<file path="src/rtl/ddr3_app_master.sv">
// Burst-less DDR3 MIG application-port master: turns a (addr, len, dir) request into
// single-beat app_* commands plus the matching write-data / read-data streams.
module ddr3_app_master #(
  parameter int unsigned ADDR_STEP = 8,
  parameter int unsigned LEN_W     = 16
) (
  input  logic             ui_clk,
  input  logic             ui_clk_sync_rst,
  input  logic             init_calib_complete,
  input  logic             req_valid,
  output logic             req_ready,
  input  logic             req_write,
  input  logic [27:0]      req_addr,
  input  logic [LEN_W-1:0] req_len,
  input  logic [31:0]      wr_data,
  input  logic             wr_valid,
  output logic             wr_ready,
  output logic [31:0]      rd_data,
  output logic             rd_valid,
  output logic             busy,
  output logic             done,
  output logic [27:0]      app_addr,
  output logic [2:0]       app_cmd,
  output logic             app_en,
  input  logic             app_rdy,
  output logic [31:0]      app_wdf_data,
  output logic             app_wdf_wren,
  output logic             app_wdf_end,
  output logic [3:0]       app_wdf_mask,
  input  logic             app_wdf_rdy,
  input  logic [31:0]      app_rd_data,
  input  logic             app_rd_data_valid,
  input  logic             app_rd_data_end
);

  typedef enum logic [1:0] {StIdle, StWrite, StRead, StDone} state_e;

  state_e           state_q;
  logic [27:0]      addr_q;
  logic [LEN_W-1:0] len_q;
  logic             write_q;
  logic [LEN_W-1:0] cmd_cnt_q;
  logic [LEN_W-1:0] dat_cnt_q;
  logic [LEN_W-1:0] rd_cnt_q;
  logic [31:0]      rd_data_q;
  logic             rd_valid_q;

  logic             in_write;
  logic             in_read;
  logic             dat_room;
  logic             cmd_fire;
  logic             dat_fire;
  logic [LEN_W-1:0] cmd_cnt_nxt;
  logic [LEN_W-1:0] dat_cnt_nxt;
  logic [LEN_W-1:0] rd_cnt_nxt;
  logic             unused_rd_end;

  // Read bursts are single-beat, so the end marker carries no extra information.
  assign unused_rd_end = app_rd_data_end;

  assign in_write = (state_q == StWrite);
  assign in_read  = (state_q == StRead);
  assign dat_room = (dat_cnt_q < len_q);

  assign req_ready = (state_q == StIdle) && init_calib_complete && !ui_clk_sync_rst;
  assign busy      = (state_q != StIdle);
  assign done      = (state_q == StDone);

  assign wr_ready     = in_write && app_wdf_rdy && dat_room;
  assign app_wdf_wren = in_write && wr_valid && dat_room;
  assign app_wdf_end  = app_wdf_wren;
  assign app_wdf_data = wr_data;
  assign app_wdf_mask = 4'h0;

  // Writes never let a command lead its data; reads issue freely up to len.
  assign app_en   = (in_write && (cmd_cnt_q < dat_cnt_q)) || (in_read && (cmd_cnt_q < len_q));
  assign app_cmd  = (app_en && !write_q) ? 3'b001 : 3'b000;
  assign app_addr = addr_q + 28'(cmd_cnt_q) * 28'(ADDR_STEP);

  assign cmd_fire    = app_en && app_rdy;
  assign dat_fire    = app_wdf_wren && app_wdf_rdy;
  assign cmd_cnt_nxt = cmd_cnt_q + LEN_W'(cmd_fire);
  assign dat_cnt_nxt = dat_cnt_q + LEN_W'(dat_fire);
  assign rd_cnt_nxt  = rd_cnt_q + LEN_W'(1);

  assign rd_data  = rd_data_q;
  assign rd_valid = rd_valid_q;

  always_ff @(posedge ui_clk or posedge ui_clk_sync_rst) begin
    if (ui_clk_sync_rst) begin
      state_q    <= StIdle;
      addr_q     <= '0;
      len_q      <= '0;
      write_q    <= 1'b0;
      cmd_cnt_q  <= '0;
      dat_cnt_q  <= '0;
      rd_cnt_q   <= '0;
      rd_data_q  <= '0;
      rd_valid_q <= 1'b0;
    end else begin
      // The final read beat is captured in READ and shows up during the DONE cycle.
      rd_valid_q <= in_read && app_rd_data_valid;
      if (in_read && app_rd_data_valid) begin
        rd_data_q <= app_rd_data;
      end

      unique case (state_q)
        StIdle: begin
          if (req_valid && req_ready) begin
            addr_q    <= req_addr;
            len_q     <= req_len;
            write_q   <= req_write;
            cmd_cnt_q <= '0;
            dat_cnt_q <= '0;
            rd_cnt_q  <= '0;
            if (req_len == '0) begin
              state_q <= StDone;
            end else if (req_write) begin
              state_q <= StWrite;
            end else begin
              state_q <= StRead;
            end
          end
        end
        StWrite: begin
          cmd_cnt_q <= cmd_cnt_nxt;
          dat_cnt_q <= dat_cnt_nxt;
          if ((cmd_cnt_nxt == len_q) && (dat_cnt_nxt == len_q)) begin
            state_q <= StDone;
          end
        end
        StRead: begin
          cmd_cnt_q <= cmd_cnt_nxt;
          if (app_rd_data_valid) begin
            rd_cnt_q <= rd_cnt_nxt;
            if (rd_cnt_nxt == len_q) begin
              state_q <= StDone;
            end
          end
        end
        StDone: begin
          state_q <= StIdle;
        end
        default: begin
          state_q <= StIdle;
        end
      endcase
    end
  end

endmodule

</file>
<file path="config.mk">
export PLATFORM = sky130hd
export DESIGN_NAME = ddr3_app_master
export DESIGN_NICKNAME = d
export VERILOG_FILES = /design/src/rtl/ddr3_app_master.sv
export SDC_FILE = /design/constraint.sdc
export NUM_CORES = 1
export LEC_CHECK = 0
export ABC_AREA = 1
export CAP_MARGIN = 10
export CORE_MARGIN = 1
export CORE_UTILIZATION = 50
export DETAILED_ROUTE_END_ITERATION = 10
export PLACE_DENSITY = 0.86
export SLEW_MARGIN = 30
export SYNTH_ARGS = -nofsm -noshare
export SYNTH_HDL_FRONTEND = slang
export SYNTH_SLANG_ARGS = --single-unit
</file>
<file path="constraint.sdc">
create_clock -name ui_clk -period 7.5 [get_ports ui_clk]
set_clock_uncertainty 0.2 [all_clocks]
set_input_delay 1.875 -clock ui_clk [delete_from_list [all_inputs] [get_ports ui_clk]]
set_output_delay 1.875 -clock ui_clk [all_outputs]
set_load 0.05 [all_outputs]
</file>
# After elaboration in Yosys (flattened, before gate mapping)

Cells that the tools add are included.
Widths: inputs -> output; s select.

Eq/ne operators: 10
Reduce and logical (&&, ||, !) cells: 29
Mux-type cells: 13
$lt $le $gt $ge: 3
$add $sub $neg: 4

Operators with widths:

| operator              | count |
|---|---|
| $pmux 16 s2           | 3 |
| $eq 16x16->1          | 3 |
| $lt 16x16->1          | 3 |
| $add 16x1->16         | 2 |
| $mux 16               | 2 |
| $add 28x19->28        | 1 |
| $add 16x1->16 const B | 1 |
| $logic_not 16->1      | 1 |
| $logic_and 1x1->1     | 14 |
| $mux 2                | 6 |
| $pmux 2 s4            | 1 |
| $reduce_bool 2->1     | 4 |
| $ne 2x1->1 const B    | 3 |
| $reduce_and 2->1      | 3 |
| $eq 2x2->1 const B    | 2 |
| $reduce_and 4->1      | 1 |
| $reduce_and 3->1      | 1 |
| $eq 2x1->1 const B    | 1 |
| $logic_not 1->1       | 2 |
| $logic_not 2->1       | 1 |
| $ne 2x2->1 const B    | 1 |
| $reduce_or 2->1       | 1 |
| $logic_or 1x1->1      | 1 |
| $mux 1                | 1 |

Register bits: 128
Logic and storage cells: 68
Output and inout port bits: 107

# Longest topological paths before layout

Gate-level depths: netlist of run 1.

Depth in word-level cells: 9
Depth in mapped cells: 32
Depth with buffers taken out: 32

# Least setup slack after synthesis of run 1

Ideal clock, no wire load.

Path kind: input -> output
From: input port wr_valid
To: output port app_wdf_wren
Data arrival time: 2.946 ns
Stages on the path: 3
Setup slack: 2.479 ns
Path through: nand2_1 nor2_1 buf_4

Word-level cells in the longest chain between the ends: 2

Ends and longest elaborated chain:

| item                           | line | source |
|---|---|---|
| start, declared                | 16   | `input logic wr_valid,` |
| $logic_and 1x1->1 (2 in a row) | 70   | `assign app_wdf_wren = in_write && wr_valid && dat_room;` |
| end, declared                  | 27   | `output logic app_wdf_wren,` |

No other way between the ends.

# Worst setup path after layout of run 1

From: register cmd_cnt_q[0]
To: output port app_addr[27]

Word-level cells in the longest chain between the ends: 1

Ends and longest elaborated chain:

| item                   | line | source |
|---|---|---|
| start, declared        | 42   | `logic [LEN_W-1:0] cmd_cnt_q;` |
| start signal, assigned | 126  | `cmd_cnt_q <= cmd_cnt_nxt;` |
| start signal, assigned | 133  | `cmd_cnt_q <= cmd_cnt_nxt;` |
| $add 28x19->28         | 78   | `assign app_addr = addr_q + 28'(cmd_cnt_q) * 28'(ADDR_STEP);` |
| end, declared          | 22   | `output logic [27:0] app_addr,` |

No other way between the ends.

==> flow_metrics.tcl, run 1 <==
set metrics [dict create \
    status "completed" \
    synth_top_area_frac 0.3507 \
    maxCapViolCount 0 \
    synth_area_um2 9133 \
    relSlewSlack 0.3865 \
    fin_util 0.6234 \
    ant_nets 0 \
    synth_ff_type "dfrtp_1" \
    clock_path_buffers 2 \
    peakVddDrop_mv 0.2950 \
    async_flop_share 1.000 \
    rows 49 \
    synthCells 1241 \
    fin_nets 1547 \
    p_seq_frac 0.274 \
    antenna_found_initial 0 \
    drc 0 \
    combPwrFrac 0.541 \
    ys_warn_count 0 \
    antenna_cells 0 \
    clkSinkCount 128 \
    ys_types 40 \
    hold_buffers 0 \
    die_h_um 137.2 \
    totalWireLength_um 25790 \
    grt_pass1_wl_um 40770 \
    clock_latency_ps 440 \
    core_um2 17900 \
    syn_area_per_cell_um2 7.359 \
    required_ps 5430 \
    postCtsSetupRepairBufs 0 \
    post_drt_wl_per_cell_um 16.12 \
    grt_use_total 0.2824 \
    die_w_um 137.2 \
    sw_frac_of_total 0.5000 \
    r2r-start "len_q[1]$_DFFE_PP0P_" \
    slowest_delay_ps 810 \
    endpoint "app_addr[27]" \
    setup_viol 0 \
    clkPwrFrac 0.185 \
    crit_path_end_kind "primary output" \
    cpMaxStageDelayCell "clkdlybuf4s50_1" \
    dr_total_vias 8829 \
    die_area_um2 18810 \
    cp.arrival_ps 3870 \
    ys_ff_latch 128 \
    crit_chain "ha_1, inv_1, fa_1, o21ai_1, a21oi_1, o21ai_2, a21boi_0, o21ai_1, nand3_1, xor2_1, clkdlybuf4s50_1" \
    worstHoldPathType "register to register" \
    clk_pin_slew_worst_paths_ps 60 \
    io_pins 225 \
    avgViaCountPerCell 5.518 \
    p_sw_mw 2.153 \
    first_global_vias 8313 \
    cp_max_fo 6 \
    cp_common_cell "o21ai_1" \
    worstReg2RegEnd "state_q[1]$_DFFE_PP0P_" \
    cp-start-kind "register" \
    timing.fmax_ghz 0.1681 \
    synth_edf_count 0 \
    post-route-period-util 0.7930 \
    tightestPinTransition_ps 920.3 \
    dpl.cell_count 1568 \
    cts_max_level 4 \
    hpwlAfterDp_um 19380 \
    layout.cells.non_filler 1600 \
    p_leak_nw 5.378 \
    reg2reg_slack_ps 3170 \
    grt_overflow 0 \
    fill_cells 1551 \
    synth_seq_area_share 0.3507 \
    crit_path_start "cmd_cnt_q[0]$_DFFE_PP0P_" \
    synth.top_cells.by_area "dfrtp_1 (35%), nand2_1 (16%), ha_1 (9.6%), nand3_1 (5.3%), inv_1 (4.8%)" \
    gp_congestion 1.032 \
    grt_max_degree 76 \
    hold_violations 0 \
    whs_ps 280.0 \
    drive_gt1_frac 0.06492 \
    drv_slew 0 \
    setup_tns_ps 0 \
    intPower_mw 2.153 \
    synth.largest_area_cell "dfrtp_1" \
    syn2layout_area_growth_pct 22.21 \
    path_class "register to primary output" \
    initial_core_util 0.5101 \
    cts-root-buf "clkbuf_16" \
    pwr_density_cell_nw_per_um2 385.8 \
    cts_tree "built" \
    drt-pass1-iter-count 6 \
    io_buffer_count 153 \
    numCtsBuffers 17 \
    r2r_cells 28 \
    cts_resized 0 \
    min_period_ps 5947 \
    drtIter0Drc 717 \
    grt_setup_unrepaired "false" \
]
==> flip-flops by register name, indices dropped and copies added, names as in the netlist <==
signal	flops
rd_data	32
addr_q	28
cmd_cnt_q	16
dat_cnt_q	16
len_q	16
rd_cnt_q	16
state_q	2
rd_valid	1
write_q	1
==> area by class of cell <==
type	instances	area, um2	share of cell area
clock buffer	18	439.2	0.03935
clock inverter	14	123.9	0.01110
inverter	122	462.9	0.04148
multi-input combinational	933	5091	0.4562
sequential	128	3203	0.2870
tap	229	286.5	0.02567
timing repair buffer	156	1554	0.1392
==> cells by family (layout without fill, tap and decap cells) <==
logic type | Yosys count | in the layout | synth area share
multiplexers | 20 | 20 | 0.02466
XOR/XNOR | 32 | 32 | 0.03672
flip-flops | 128 | 128 | 0.3507
buffers and inverters | 185 | 310 | 0.09412
AND/OR/NAND/NOR | 636 | 636 | 0.2924
adder cells (fa/ha/maj) | 71 | 71 | 0.09810
AO/OA/AOI/OAI | 168 | 168 | 0.1029
other | 1 | 6 | 0.0004106
==> power by group through the flow <==
stage          registers [mW]  clock network (mW)  logic, mW
2_1_floorplan            1.39                   0       1.40
3_3_place_gp             1.17                   0       2.25
5_1_grt                  1.20               0.829       2.50
6_report                 1.18               0.797       2.33
3_5_place_dp             1.18                   0       2.30
4_1_cts                  1.18               0.804       2.32
==> worst min-delay path by stage <==
stage / startpoint / end / slack [ps] / depth (start not counted)
6_report: rd_data[24]$_DFFE_PP0P_ / rd_data[24]$_DFFE_PP0P_ / 280 / 2
5_1_grt: rd_data[17]$_DFFE_PP0P_ / rd_data[17]$_DFFE_PP0P_ / 300 / 2
4_1_cts: rd_data[24]$_DFFE_PP0P_ / rd_data[24]$_DFFE_PP0P_ / 280 / 2
3_5_place_dp: rd_data[24]$_DFFE_PP0P_ / rd_data[24]$_DFFE_PP0P_ / 270 / 2
3_3_place_gp: rd_data[2]$_DFFE_PP0P_ / rd_data[2]$_DFFE_PP0P_ / 260 / 2
2_1_floorplan: write_q$_DFFE_PP0P_ / write_q$_DFFE_PP0P_ / 250 / 2
==> cells in the mapped netlist (3+ instances only) <==
master,count
xnor2_1,9
nor3_1,10
o21ai_1,12
ha_1,70
nor4_1,4
o21ai_0,32
buf_2,3
nand2_1,390
buf_1,5
inv_1,116
nor2_2,9
nand3_1,97
xnor3_1,4
clkbuf_1,12
a21oi_1,65
nor2_1,92
xor2_1,19
mux2_2,20
a21o_1,3
o21ai_2,3
nand4_1,16
inv_2,5
buf_4,43
nand2_2,7
dfrtp_1,128
o22ai_1,43
nor2_4,4
==> layout by cell type, fill, tap and decap left out, types with 4 or more instances in the layout <==
cell / Yosys / layout
inv_1: 116 / 115
nor2_1: 92 / 92
clkinv_4: 0 / 4
clkdlybuf4s50_1: 0 / 153
inv_2: 5 / 5
nor2_2: 9 / 9
nand2_2: 7 / 8
nand3_1: 97 / 97
conb_1: 1 / 6
clkbuf_16: 0 / 17
nand2_1: 390 / 389
xnor3_1: 4 / 4
xnor2_1: 9 / 9
xor2_1: 19 / 19
o21ai_0: 32 / 32
mux2_2: 20 / 20
dfrtp_1: 128 / 128
o21ai_1: 12 / 12
inv_6: 0 / 5
nand4_1: 16 / 16
a21oi_1: 65 / 65
o22ai_1: 43 / 43
nor2_4: 4 / 4
nor3_1: 10 / 10
ha_1: 70 / 70
nor4_1: 4 / 4
==> per-stage QoR <==
step / instance area, um2 / power [mW] / setup slack, ps
floorplan: 9151 / 2.789 / 2012
global placement: 10600 / 3.420 / 2069
detailed placement: 10600 / 3.480 / 2042
CTS: 11160 / 4.300 / 1584
global route: 11160 / 4.533 / 1349
finish: 11160 / 4.306 / 1553
==> routing by layer <==
| metal | GRT usage | share of wire | wire length [um] | up-vias |
|---|---|---|---|---|
| met1 | 0.3500 | 0.40 | 10400 | 4077 |
| li1 | - | - | - | 4275 |
| met3 | 0.07444 | 0.091 | 2337 | 62 |
| met2 | 0.4697 | 0.48 | 12280 | 415 |
| met4 | 0.1050 | 0.030 | 774 | 0 |
| met5 | 0 | 0 | 0 | - |
==> worst max-delay path, delay by kind of cell (launching register included) <==
family                     cells  cell delay (ps)
DFF                            1              460
and+or+nand+nor                1              150
xor gates and xnor gates       1              150
AOI/OAI and AO/OA              5             1190
buffers and inverters          2              870
adders and majority gates      2              610
(Power assumes the default switching activity.)
==> run 2, diff against run 1 <==
==> constraint.sdc (replaced) <==
create_clock -name ui_clk -period 5.7 [get_ports ui_clk]
set_clock_uncertainty 0.2 [all_clocks]
set_input_delay 1.425 -clock ui_clk [delete_from_list [all_inputs] [get_ports ui_clk]]
set_output_delay 1.425 -clock ui_clk [all_outputs]
set_load 0.05 [all_outputs]
==> run 2 against run 1 <==
  * Global-route usage increased by 1.7 points
  * Clock-buffer cell count grew 2
  * Combinational power is 32% higher
  * Core utilization increased by 0.16 points
  * Critical path type unchanged
  * Critical endpoint is now app_addr[23]
  * Largest cell class unchanged
==> flow_metrics.tcl, run 2 (synthesized netlist as in run 1, its figures left out) <==
set metrics [dict create \
    status "completed" \
    grt_busiest_layer "met2" \
    tightestPinTransition_ps 868.6 \
    maxCapViolCount 0 \
    grt_overflow 0 \
    path_depth 10 \
    relSlewSlack 0.4209 \
    ant_nets 0 \
    min_period_ps 5519 \
    path_class "register to primary output" \
    layout_common_cells "nand2_1 (389), clkdlybuf4s50_1 (152), dfrtp_1 (128)" \
    setup_tns_ps 0 \
    use_met3 0.08741 \
    intPower_mw 2.885 \
    post-route-period-util 0.9682 \
    timing.fmax_ghz 0.1812 \
    clkSinkCount 128 \
    io_pins 225 \
    whs_ps 283.0 \
    drv_slew 0 \
    reg2reg_slack_ps 1220 \
    crit_chain "inv_1, fa_1, o21ai_1, a21oi_1, o21ai_2, a21boi_0, o21ai_1, nand2_1, xor2_1, clkdlybuf4s50_1" \
    placedInstanceArea_um2 10610 \
    grt_use_total 0.2997 \
    use_met2 0.4905 \
    r2r_cells 28 \
    die_h_um 137.2 \
    setup_slack_ps 181.4 \
    dp_slack_ps 720.3 \
    rows 49 \
    antenna_found_initial 0 \
    clock_path_buffers 2 \
    cp_common_cell "o21ai_1" \
    drc 0 \
    cts-root-buf "clkbuf_16" \
    syn2layout_area_growth_pct 22.52 \
    antenna_cells 0 \
    sw_frac_of_total 0.4951 \
    cp.arrival_ps 3890 \
    required_ps 4070 \
    postCtsSetupRepairBufs 0 \
    fin_util 0.6250 \
    drive_gt1_frac 0.06419 \
    clock_latency_ps 430 \
    cpMaxStageDelayCell "clkdlybuf4s50_1" \
    grt_setup_unrepaired "false" \
    totalWireLength_um 26820 \
    clkPwrFrac 0.189 \
    io_buffer_count 153 \
    combPwrFrac 0.539 \
    p_leak_nw 5.389 \
    post_drt_wl_per_cell_um 16.76 \
    drt-pass1-iter-count 6 \
    crit_path_start "cmd_cnt_q[1]$_DFFE_PP0P_" \
    slowest_delay_ps 820 \
    clk_pin_slew_worst_paths_ps 60 \
    hold_buffers 0 \
    hold_violations 0 \
    final_cell_area_um2 11190 \
    cp-start-kind "register" \
    grt_max_degree 75 \
    die_w_um 137.2 \
    numCtsBuffers 17 \
    cts_resized 0 \
    cp_max_fo 8 \
    grt_pass1_wl_um 42880 \
    p_sw_mw 2.829 \
    p_seq_frac 0.272 \
    crit_family "compound AO/OA/AOI/OAI gates" \
    gp_congestion 0.9518 \
    crit_path_end_kind "primary output" \
    holdCritStartpoint "rd_data[11]$_DFFE_PP0P_" \
    setup_viol 0 \
    fin_nets 1547 \
    largest_reg_flops 32 \
    worstHoldPathType "register to register" \
    endpoint "app_addr[23]" \
    use_met1 0.3633 \
    drtIter0Drc 754 \
    worstReg2RegEnd "state_q[0]$_DFFE_PP0P_" \
    core_um2 17900 \
    cts_tree "built" \
    die_area_um2 18810 \
    first_global_vias 8808 \
    hpwlAfterDp_um 20130 \
    dr_total_vias 9014 \
    initial_core_util 0.5101 \
    cts_max_level 4 \
    mostFrequentLayoutCell "nand2_1" \
    pwr_density_cell_nw_per_um2 510.6 \
    critPathBufInv 2 \
    peakVddDrop_mv 0.4060 \
    avgViaCountPerCell 5.634 \
    r2r-start "len_q[3]$_DFFE_PP0P_" \
]
## run 2: cell types whose count changed in the layout (fill, tap and decap cells not counted)
cell	delta
clkdlybuf4s50_1	-1
inv_8	-3
clkbuf_1	+1
dlymetal6s2s_1	+1
clkbuf_8	+1
clkinv_4	-2
bufinv_16	+1
inv_4	+1
buf_12	+1
clkinv_2	-1
clkinvlp_4	+1
buf_4	-1
inv_6	+1
## run 2: power groups by stage
stage / registers, mW / clock network, mW / logic [mW]
finish: 1.55 / 1.08 / 3.08
global placement: 1.54 / 0 / 2.97
global route: 1.59 / 1.13 / 3.31
CTS: 1.54 / 1.09 / 3.07
detailed placement: 1.55 / 0 / 3.04
floorplan: 1.82 / 0 / 1.84
## run 2: area by class of cell
type	instances	area, um2
fillers	1519	6713
multi-input cells	933	5091
flip-flops and latches	128	3203
repair buffers	156	1569
inverters	122	460.4
clock buffers	20	456.7
well taps	229	286.5
clock inverters	12	122.6
## run 2: worst register-to-register path, delay by kind of cell (launching register included)
kind	cells	cell delay [ps]
simple gates	20	2180
flops	1	440
buf+inv	2	350
fa+ha+maj	3	780
compound gates	3	420
## run 2: worst min-delay path by stage
stage                                    endpoint  slack, ps  cells past startpoint
after floorplan               write_q$_DFFE_PP0P_        250                      2
after global placement     rd_data[3]$_DFFE_PP0P_        260                      2
after detailed placement  rd_data[29]$_DFFE_PP0P_        270                      2
after CTS                 rd_data[11]$_DFFE_PP0P_        280                      2
after global routing      rd_data[10]$_DFFE_PP0P_        310                      2
final                     rd_data[11]$_DFFE_PP0P_        280                      2
## run 2: per-layer routing
metal  up-vias  wire (um)
li1       4282          -
met1      4219      10610
met2       439      12870
met3        74       2457
met4         0        880
met5         -          0
## run 2: metrics by stage
stage	instances	total power [mW]
global route	1600	6.023
global placement	1568	4.513
floorplan	1246	3.669
finish	1600	5.714
detailed placement	1568	4.592
CTS	1600	5.699
==> run 3, diff against run 2 <==
--- a/config.mk
+++ b/config.mk
@@ -7,7 +7,7 @@
 export LEC_CHECK = 0
 export ABC_AREA = 1
 export CAP_MARGIN = 10
-export CORE_MARGIN = 1
+export CORE_MARGIN = 3
 export CORE_UTILIZATION = 50
 export DETAILED_ROUTE_END_ITERATION = 10
 export PLACE_DENSITY = 0.86
==> run 3 against run 2 <==
  * Setup slack better by 76 ps
  * Maximum frequency increased by 1.4%
  * Register-to-register slack improved by 60 ps
  * Final cell count shrank 0.25%
  * Sequential share of layout area barely moved
  * Non-clock buffer count is the same
  * Via count grew 0.57%
  * Clock-buffer cell count shrank 3
  * Critical path type unchanged
  * Critical endpoint is now app_addr[27]
==> flow_metrics.tcl, run 3 (synthesized netlist as in run 1, its figures left out) <==
set metrics [dict create \
    antenna_found_initial 0 \
    cts-root-buf "clkbuf_16" \
    numCtsBuffers 17 \
    drive_gt1_frac 0.06492 \
    reg2reg_slack_ps 1280 \
    holdCritStartpoint "rd_data[23]$_DFFE_PP0P_" \
    tightestPinTransition_ps 937.1 \
    grt_max_degree 68 \
    clkSinkCount 128 \
    clock_latency_ps 440 \
    setup_tns_ps 0 \
    grt_setup_unrepaired "false" \
    cp.arrival_ps 3820 \
    path_class "register to primary output" \
    first_global_vias 8705 \
    io_pins 225 \
    hold_buffers 0 \
    rows 48 \
    fin_nets 1547 \
    layout_common_cells "nand2_1 (389), clkdlybuf4s50_1 (153), dfrtp_1 (128)" \
    clock_path_buffers 2 \
    whs_path_depth 2 \
    hold_violations 0 \
    grt_use_total 0.2684 \
    ant_nets 0 \
    core_um2 17600 \
    gp_congestion 0.9232 \
    hpwlAfterDp_um 19890 \
    multiInputGateArea_um2 5091 \
    worstReg2RegEnd "state_q[1]$_DFFE_PP0P_" \
    cts_resized 0 \
    post-route-period-util 0.9549 \
    worstHoldPathType "register to register" \
    maxCapViolCount 0 \
    antenna_cells 0 \
    io_buffer_count 153 \
    drtIter0Drc 893 \
    r2r_cells 24 \
    postCtsSetupRepairBufs 0 \
    min_period_ps 5443 \
    syn2layout_area_growth_pct 22.54 \
    die_area_um2 19920 \
    setup_viol 0 \
    totalWireLength_um 26650 \
    drv_slew 0 \
    pwr_density_cell_nw_per_um2 513.6 \
    die_w_um 141.2 \
    r2r-start "len_q[11]$_DFFE_PP0P_" \
    cts_max_level 4 \
    peakVddDrop_mv 0.4091 \
    drc 0 \
    mostFrequentLayoutCell "nand2_1" \
    timing.fmax_ghz 0.1837 \
    largest_reg_flops 32 \
    post_drt_wl_per_cell_um 16.69 \
    regArea_um2 3203 \
    crit_path_end_kind "primary output" \
    initial_core_util 0.5190 \
    clk_pin_slew_worst_paths_ps 60 \
    grt_overflow 0 \
    fin_util 0.6360 \
    fill_cells 1413 \
    cp-start-kind "register" \
    avgViaCountPerCell 5.680 \
    min_to "rd_data[23]$_DFFE_PP0P_" \
    dr_total_vias 9065 \
    grt_pass1_wl_um 42920 \
    cts_tree "built" \
    drt-pass1-iter-count 5 \
    relSlewSlack 0.3753 \
    die_h_um 141.2 \
    status "completed" \
    required_ps 4070 \
    cp_max_fo 6 \
    p_leak_nw 5.400 \
]
run 3: report_power, final:
part / leakage, nW / total, mW / internal (mW) / switching (mW)
Clock: 0.291 / 1.12 / 0.624 / 0.491
Combinational: 3.49 / 3.07 / 1.02 / 2.06
Sequential: 1.62 / 1.56 / 1.24 / 0.322
Total: 5.40 / 5.75 / 2.88 / 2.87
run 3: layer usage:
metal / GRT usage / up-vias / wire length [um]
met2: 0.4359 / 481 / 12520
met4: 0.09689 / 0 / 750
li1: - / 4284 / -
met5: 0 / - / 0
met1: 0.3544 / 4224 / 10740
met3: 0.05767 / 76 / 2635
run 3: critical path, cell delays in order, from the launching register on:
cell	delay, ps
dfrtp_1	450
ha_1	210
inv_1	60
fa_1	410
o21ai_1	240
a21oi_1	190
o21ai_2	200
a21boi_0	170
o21ai_1	340
nand3_1	140
xor2_1	150
clkdlybuf4s50_1	810
run 3: worst max path at each step:
| stage | end | startpoint | slack (ps) | cells past startpoint |
|---|---|---|---|---|
| final | app_addr[27] | cmd_cnt_q[0]$_DFFE_PP0P_ | 260 | 11 |
| after global routing | app_addr[27] | cmd_cnt_q[0]$_DFFE_PP0P_ | 30 | 11 |
| after CTS | app_addr[27] | cmd_cnt_q[0]$_DFFE_PP0P_ | 240 | 11 |
| after global placement | app_addr[27] | cmd_cnt_q[0]$_DFFE_PP0P_ | 800 | 11 |
| after detailed placement | app_addr[27] | cmd_cnt_q[0]$_DFFE_PP0P_ | 760 | 11 |
| after floorplan | addr_q[0]$_DFFE_PP0P_ | ui_clk_sync_rst | 660 | 1 |
run 3: stage by stage:
step                      area [um2]  setup WS, ps  cells  hold WS, ps  power [mW]
after floorplan                 9151         662.4   1246        253.7       3.669
after global placement         10600         798.3   1564        260.9       4.513
after detailed placement       10600         763.0   1564        264.3       4.585
after CTS                      11190         240.2   1596        286.6       5.732
after global routing           11190         25.94   1596        304.3       6.056
final                          11190         257.2   1596        282.8       5.747
run 3: cell type report:
class                           count  area share
Clock buffer                       17     0.03801
Clock inverter                     15     0.01453
Inverter                          122     0.04115
Multi-Input combinational cell    933      0.4549
Sequential cell                   128      0.2862
Tap cell                          225     0.02516
Timing Repair Buffer              156      0.1400
